$ cat src/rtl/snn_syn_pkg.sv
// Shared types and arithmetic helpers for the synaptic current accumulator.
package snn_syn_pkg;

  typedef enum logic [1:0] {
    CLR   = 2'd0,
    ACC   = 2'd1,
    FLUSH = 2'd2,
    DRAIN = 2'd3
  } acc_state_e;

  typedef struct packed {
    logic [63:0] sum;  // clamped result, two's complement, sign-extended
    logic        sat;  // clamp was applied
  } sat_res_t;

  // Add two sign-extended operands and clamp to a signed acc_w-bit range.
  // Operands are carried at 64 bits so one helper serves any accumulator width < 64.
  function automatic sat_res_t sat_add(input logic signed [63:0] acc,
                                       input logic signed [63:0] w,
                                       input int unsigned        acc_w);
    sat_res_t           res;
    logic signed [63:0] acc_max;
    logic signed [63:0] acc_min;
    logic signed [63:0] raw;
    acc_max = (64'sd1 <<< (acc_w - 1)) - 64'sd1;
    acc_min = -(64'sd1 <<< (acc_w - 1));
    raw     = acc + w;
    res.sat = 1'b0;
    res.sum = raw;
    if (raw > acc_max) begin
      res.sum = acc_max;
      res.sat = 1'b1;
    end else if (raw < acc_min) begin
      res.sum = acc_min;
      res.sat = 1'b1;
    end
    return res;
  endfunction

endpackage

$ cat src/rtl/acc_ram_1r1w.sv
// Accumulator storage: one synchronous read port, one write port.
// Read returns the pre-write contents on a same-address collision; the parent forwards.
module acc_ram_1r1w #(
  parameter int unsigned Depth = 64,
  parameter int unsigned Width = 24,
  parameter int unsigned AddrW = 6
) (
  input  logic             clk_i,
  input  logic             re_i,
  input  logic [AddrW-1:0] raddr_i,
  output logic [Width-1:0] rdata_o,
  input  logic             we_i,
  input  logic [AddrW-1:0] waddr_i,
  input  logic [Width-1:0] wdata_i
);

  logic [Width-1:0] mem [Depth];

  // Registered read and write; read data only moves when a read is requested.
  always_ff @(posedge clk_i) begin
    if (we_i) begin
      mem[waddr_i] <= wdata_i;
    end
    if (re_i) begin
      rdata_o <= mem[raddr_i];
    end
  end

endmodule

$ cat src/rtl/synaptic_current_accumulator.sv
// Per-neuron saturating current accumulator with a timestep drain to the neuron-update stage.
module synaptic_current_accumulator
  import snn_syn_pkg::*;
#(
  parameter int unsigned N_NEURON                = 64,
  parameter int unsigned NEURON_ID_W             = (N_NEURON > 1) ? $clog2(N_NEURON) : 1,
  parameter int unsigned WEIGHT_W                = 16,
  parameter int unsigned ACC_W                   = 24,
  parameter bit          ACCUMULATE_ON_COLLISION = 1'b1
) (
  input  logic                   clk,
  input  logic                   rst_n,
  input  logic                   clk_en,
  input  logic                   syn_in_valid,
  output logic                   syn_in_ready,
  input  logic [NEURON_ID_W-1:0] syn_dst_id_i,
  input  logic [WEIGHT_W-1:0]    syn_weight_i,
  input  logic                   tick_i,
  output logic                   drain_valid_o,
  input  logic                   drain_ready_i,
  output logic [NEURON_ID_W-1:0] drain_id_o,
  output logic [ACC_W-1:0]       drain_cur_o,
  output logic                   drain_last_o,
  output logic                   busy_o,
  output logic [15:0]            sat_cnt_o
);

  localparam logic [NEURON_ID_W-1:0] LastId = NEURON_ID_W'(N_NEURON - 1);

  acc_state_e             state_q, state_d;
  logic [NEURON_ID_W-1:0] idx_q, idx_d;
  logic                   tick_pend_q, tick_pend_d;

  // S1: event whose RAM read is returning this cycle. S2: last value written by S1.
  logic                   s1_valid_q;
  logic [NEURON_ID_W-1:0] s1_id_q;
  logic [WEIGHT_W-1:0]    s1_w_q;
  logic                   s2_valid_q;
  logic [NEURON_ID_W-1:0] s2_id_q;
  logic [ACC_W-1:0]       s2_val_q;

  logic                   rd_pend_q;
  logic                   out_valid_q;
  logic [NEURON_ID_W-1:0] out_id_q;
  logic [ACC_W-1:0]       out_cur_q;
  logic                   out_last_q;
  logic [15:0]            sat_cnt_q;

  logic                   syn_accept;
  logic                   drain_hs;
  logic                   drain_issue;
  logic [ACC_W-1:0]       old_val;
  logic [ACC_W-1:0]       wr_val;
  logic                   wr_sat;
  sat_res_t               sum_res;
  logic                   unused_sum_hi;

  logic                   ram_re;
  logic [NEURON_ID_W-1:0] ram_raddr;
  logic [ACC_W-1:0]       ram_rdata;
  logic                   ram_we;
  logic [NEURON_ID_W-1:0] ram_waddr;
  logic [ACC_W-1:0]       ram_wdata;

  assign syn_in_ready = clk_en & ~tick_pend_q & (state_q == ACC);
  assign syn_accept   = syn_in_valid & syn_in_ready;
  assign drain_hs     = clk_en & out_valid_q & drain_ready_i;
  // Fetch the first entry on DRAIN entry, then prefetch the next one on each handshake.
  assign drain_issue  = (state_q == DRAIN) &&
                        ((!out_valid_q && !rd_pend_q) || (drain_hs && !out_last_q));

  // S1 read-modify: forward the entry S2 just wrote, since the RAM read predates it.
  always_comb begin
    old_val = (s2_valid_q && (s2_id_q == s1_id_q)) ? s2_val_q : ram_rdata;
    sum_res = sat_add({{(64 - ACC_W){old_val[ACC_W-1]}}, old_val},
                      {{(64 - WEIGHT_W){s1_w_q[WEIGHT_W-1]}}, s1_w_q}, ACC_W);
    if (ACCUMULATE_ON_COLLISION) begin
      wr_val = sum_res.sum[ACC_W-1:0];
      wr_sat = sum_res.sat;
    end else begin
      wr_val = {{(ACC_W - WEIGHT_W){s1_w_q[WEIGHT_W-1]}}, s1_w_q};
      wr_sat = 1'b0;
    end
  end

  assign unused_sum_hi = ^sum_res.sum[63:ACC_W];

  // RAM port steering: clear sweep, drain zeroing and S1 write-back never overlap.
  always_comb begin
    ram_re    = clk_en & (syn_accept | drain_issue);
    ram_raddr = (state_q == DRAIN) ? (drain_hs ? idx_q + 1'b1 : idx_q) : syn_dst_id_i;
    ram_we    = 1'b0;
    ram_waddr = s1_id_q;
    ram_wdata = wr_val;
    if (state_q == CLR) begin
      ram_we    = clk_en;
      ram_waddr = idx_q;
      ram_wdata = '0;
    end else if (drain_hs) begin
      ram_we    = 1'b1;
      ram_waddr = idx_q;
      ram_wdata = '0;
    end else if (s1_valid_q) begin
      ram_we    = clk_en;
    end
  end

  acc_ram_1r1w #(
    .Depth (N_NEURON),
    .Width (ACC_W),
    .AddrW (NEURON_ID_W)
  ) u_ram (
    .clk_i   (clk),
    .re_i    (ram_re),
    .raddr_i (ram_raddr),
    .rdata_o (ram_rdata),
    .we_i    (ram_we),
    .waddr_i (ram_waddr),
    .wdata_i (ram_wdata)
  );

  // Next-state logic for the clear / accumulate / flush / drain sequence.
  always_comb begin
    state_d     = state_q;
    idx_d       = idx_q;
    tick_pend_d = tick_pend_q;
    unique case (state_q)
      CLR: begin
        if (idx_q == LastId) begin
          state_d = ACC;
          idx_d   = '0;
        end else begin
          idx_d = idx_q + 1'b1;
        end
      end
      ACC: begin
        if (tick_i) state_d = FLUSH;
      end
      FLUSH: begin
        if (tick_i) tick_pend_d = 1'b1;
        if (!s1_valid_q) begin
          state_d = DRAIN;
          idx_d   = '0;
        end
      end
      DRAIN: begin
        if (tick_i) tick_pend_d = 1'b1;
        if (drain_hs) begin
          if (out_last_q) begin
            idx_d = '0;
            if (tick_pend_q || tick_i) begin
              state_d     = FLUSH;
              tick_pend_d = 1'b0;
            end else begin
              state_d = ACC;
            end
          end else begin
            idx_d = idx_q + 1'b1;
          end
        end
      end
      default: state_d = CLR;
    endcase
  end

  // Control state register.
  always_ff @(posedge clk) begin
    if (!rst_n) begin
      state_q     <= CLR;
      idx_q       <= '0;
      tick_pend_q <= 1'b0;
    end else if (clk_en) begin
      state_q     <= state_d;
      idx_q       <= idx_d;
      tick_pend_q <= tick_pend_d;
    end
  end

  // RMW pipeline registers and saturation counter.
  always_ff @(posedge clk) begin
    if (!rst_n) begin
      s1_valid_q <= 1'b0;
      s1_id_q    <= '0;
      s1_w_q     <= '0;
      s2_valid_q <= 1'b0;
      s2_id_q    <= '0;
      s2_val_q   <= '0;
      sat_cnt_q  <= '0;
    end else if (clk_en) begin
      s1_valid_q <= syn_accept;
      if (syn_accept) begin
        s1_id_q <= syn_dst_id_i;
        s1_w_q  <= syn_weight_i;
      end
      s2_valid_q <= s1_valid_q;
      if (s1_valid_q) begin
        s2_id_q  <= s1_id_q;
        s2_val_q <= wr_val;
        if (wr_sat && (sat_cnt_q != 16'hFFFF)) sat_cnt_q <= sat_cnt_q + 16'd1;
      end
    end
  end

  // Drain output register: loads when read data returns, clears on handshake.
  always_ff @(posedge clk) begin
    if (!rst_n) begin
      rd_pend_q   <= 1'b0;
      out_valid_q <= 1'b0;
      out_id_q    <= '0;
      out_cur_q   <= '0;
      out_last_q  <= 1'b0;
    end else if (clk_en) begin
      rd_pend_q <= drain_issue;
      if (rd_pend_q) begin
        out_valid_q <= 1'b1;
        out_id_q    <= idx_q;
        out_cur_q   <= ram_rdata;
        out_last_q  <= (idx_q == LastId);
      end else if (drain_hs) begin
        out_valid_q <= 1'b0;
      end
    end
  end

  assign drain_valid_o = out_valid_q;
  assign drain_id_o    = out_id_q;
  assign drain_cur_o   = out_cur_q;
  assign drain_last_o  = out_last_q;
  assign busy_o        = (state_q != ACC);
  assign sat_cnt_o     = sat_cnt_q;

endmodule

$ cat config.mk
export PLATFORM = sky130hd
export DESIGN_NAME = synaptic_current_accumulator
export DESIGN_NICKNAME = d
export VERILOG_FILES = /design/src/rtl/snn_syn_pkg.sv /design/src/rtl/acc_ram_1r1w.sv /design/src/rtl/synaptic_current_accumulator.sv
export SDC_FILE = /design/constraint.sdc
export NUM_CORES = 2
export LEC_CHECK = 0
export ABC_AREA = 1
export CORE_MARGIN = 10
export CORE_UTILIZATION = 47
export DETAILED_ROUTE_END_ITERATION = 10
export PLACE_DENSITY = 0.61
export REMOVE_ABC_BUFFERS = 1
export SYNTH_ARGS = -nofsm -noshare
export SYNTH_HDL_FRONTEND = slang
export SYNTH_SLANG_ARGS = --single-unit
$ cat constraint.sdc
create_clock -name clk -period 6.2 [get_ports clk]
set_input_delay 1.24 -clock clk [delete_from_list [all_inputs] [get_ports clk]]
set_output_delay 1.24 -clock clk [all_outputs]
set_load 0.02 [all_outputs]
==> qor.csv <==
metric,value,unit
cp-start-kind,flop,
setup_viol,0,
relSlewSlack,13.3,%
viasPerCell,5.69,
ys_types,43,
status,completed,
synthToLayoutAreaGrowth,11.7,%
cts_resized,0,
rrSetupSlack,0.96,ns
yosysTopAreaCellShare,62.6,%
place_inst,8892,
cap_violations,0,
fp.dieH,419,um
post_cts_buffers,0,
synth_area,0.0748,mm2
ir_drop,294,uV
wl_per_cell,24.3,um
fin_skew,0.0265,ns
clockBufferDepth,3,
hold_class,flop to flop,
synth-async-reset-ratio,0,%
yosys_register_bits,1672,
total_power,23.3,mW
power-per-cell-area,279,mW/mm2
synth-edff-count,1560,
detail_route.wirelength,224000,um
cts_max_level,4,
clock_sinks,1672,
layout.cells.non_filler,9217,
path_class,flop to flop,
drtIter0Drc,5979,
grt_pass1_vias,50062,
synth_most_common_cell,edfxtp_1,
numCtsBuffers,173,
worstSetupEndpoint,u_ram.mem[22][22]$_DFFE_PP_,
critPathMaxFanout,65,
core,0.158,mm2
drive_gt1_share,7.61,%
num_rows,146,
synth_flop_cell,edfxtp_1,
leakagePower,32.5,nW
drcViolationCount,0,
io_pins,78,
grt_antenna_before_repair,5,
placed_area,0.0782,mm2
fin_nets,7050,
synth_cells,7015,
worstReg2RegStart,s1_id_q[0]$_SDFFE_PN0P_,
whs,0.476,ns
die-width,419,um
grt_max_degree,184,
hpwl,122000,um
hold_violations,0,
crit_required,6.66,ns
clk_pin_slew_worst_paths,0.06,ns
grt_overflow,0,
yosysWarnings,0,
syn_avg_cell_area,10.7,um2
insertion_delay,0.82,ns
vias,52440,
endpoint_kind,flop,
synth_top_area_cell,edfxtp_1,
synthTopCellsByCount,"1560 x edfxtp_1, 1526 x nand3_1, 1222 x nand2_1, 940 x inv_1, 578 x nand3b_1",
grt_usage,25.1,%
post-route-min-period,5.24,ns
grt_pass1_wl,331000,um
firstDrtPassIters,6,
cp.arrival,5.70,ns
rsz0062_at_grt,false,
setup_tns,0,ns
worstMarginPinSlew,1.30,ns
fmax,191,MHz
post-route-cell-area,0.0835,mm2
place.gp.congestion,0.933,
synth_area_leaders,"edfxtp_1 63%, nand3_1 10%, nand2_1 6.1%, nand3b_1 5.8%, inv_1 4.7%",
reg2reg_depth,22,
reg2reg_to,u_ram.mem[22][22]$_DFFE_PP_,
cts_tree,built,
hold_buffers,0,
die_area,0.175,mm2
critPathLaunch,s1_id_q[0]$_SDFFE_PN0P_,
finalCritPeriodShare,84.5,%
initial_utilization,47.3,%
io_buffers,77,
root_buffer,clkbuf_16,
ys_seq_area_share,65.6,%
final_antenna_net_count,0,
finalMaxSlewViolations,0,
-- stage by stage --
stage / util (%) / setup slack, ns
3_5_place_dp: 49.5 / 1.02
5_1_grt: 52.8 / 0.364
4_1_cts: 52.8 / 1.02
2_1_floorplan: - / -18.28
6_report: 52.8 / 0.959
3_3_place_gp: 49.5 / 1.01
-- per-layer routing --
metal / up-vias / global-route usage (%) / share of wire [%]
met1: 25665 / 34.7 / 41
met3: 400 / 4.42 / 8.7
met5: - / 0 / 0.012
met2: 2398 / 39.1 / 45
met4: 4 / 10.9 / 4.4
li1: 23973 / - / -
-- registers in the layout (all words and copies together), names as in the netlist --
name,count
drain_cur_o,24
drain_id_o,6
drain_last_o,1
drain_valid_o,1
idx_q,6
rd_pend_q,1
s1_id_q,6
s1_valid_q,1
s1_w_q,16
s2_id_q,6
s2_val_q,24
s2_valid_q,1
sat_cnt_o,16
state_q,2
tick_pend_q,1
u_ram.mem,1536
u_ram.rdata_o,24
-- report_power, final --
group / internal, mW / switching, mW / total (mW)
Sequential: 12.2 / 0.00869 / 12.2
Combinational: 0.344 / 0.911 / 1.26
Clock: 5.50 / 4.37 / 9.87
-- worst min path at each step --
stage	start	to	cells after the start
2_1_floorplan	s2_valid_q$_SDFFE_PN0P_	s2_valid_q$_SDFFE_PN0P_	2
3_3_place_gp	s1_w_q[14]$_SDFFE_PN0P_	s1_w_q[14]$_SDFFE_PN0P_	2
3_5_place_dp	s1_w_q[0]$_SDFFE_PN0P_	s1_w_q[0]$_SDFFE_PN0P_	2
4_1_cts	s1_w_q[6]$_SDFFE_PN0P_	s1_w_q[6]$_SDFFE_PN0P_	2
5_1_grt	sat_cnt_o[15]$_SDFFE_PN0P_	sat_cnt_o[15]$_SDFFE_PN0P_	2
6_report	s1_w_q[6]$_SDFFE_PN0P_	s1_w_q[6]$_SDFFE_PN0P_	2
-- final cells by class --
cell class                 count  area (um2)
clock inverter                84         639
timing repair buffer         253        2470
antenna                        9        22.5
sequential                  1672       49100
tap                         2072        2590
multi-input combinational   3946       20500
inverter                     949        3590
clock buffer                 232        4630
fill                       13653       74700
-- worst max-delay path: stages, from the launching register on --
cell	delay, ns
dfxtp_1	0.31
inv_1	0.11
or2_2	0.12
o211ai_1	0.07
nor3_1	0.13
nand4_1	0.38
buf_4	0.40
nand2_1	0.08
o21ai_0	0.09
ha_1	0.23
fa_1	0.41
nand2_1	0.13
nand2_1	0.09
nand3_1	0.10
nand2_1	0.16
nand2_1	0.15
nand3_1	0.11
nand2_1	0.08
nand2_1	0.07
nand2_2	0.37
nand3_1	0.25
a21oi_4	0.17
buf_4	0.72
-- cells in the final DEF, fill, tap and decap left out, types with 54 or more instances in the layout --
master and count:
nand3_1 1526, inv_1 939, a21oi_1 114, nand2_1 1221, clkbuf_16 176, nor2_1 110, buf_4 145, edfxtp_1 1560
clkbuf_1 54, nor2_2 57, nand3b_1 578, clkdlybuf4s50_1 76, dfxtp_1 112, o21ai_0 151
-- cells by family after synthesis --
| group | after synthesis | share of synthesized area, % |
|---|---|---|
| compound gates | 307 | 2.13 |
| xor+xnor | 36 | 0.422 |
| fa+ha+maj | 27 | 0.462 |
| buf+inv | 1397 | 7.64 |
| flops | 1672 | 65.6 |
| simple gates | 3576 | 23.7 |
No activity file was read; power rests on OpenSTA's default activity.
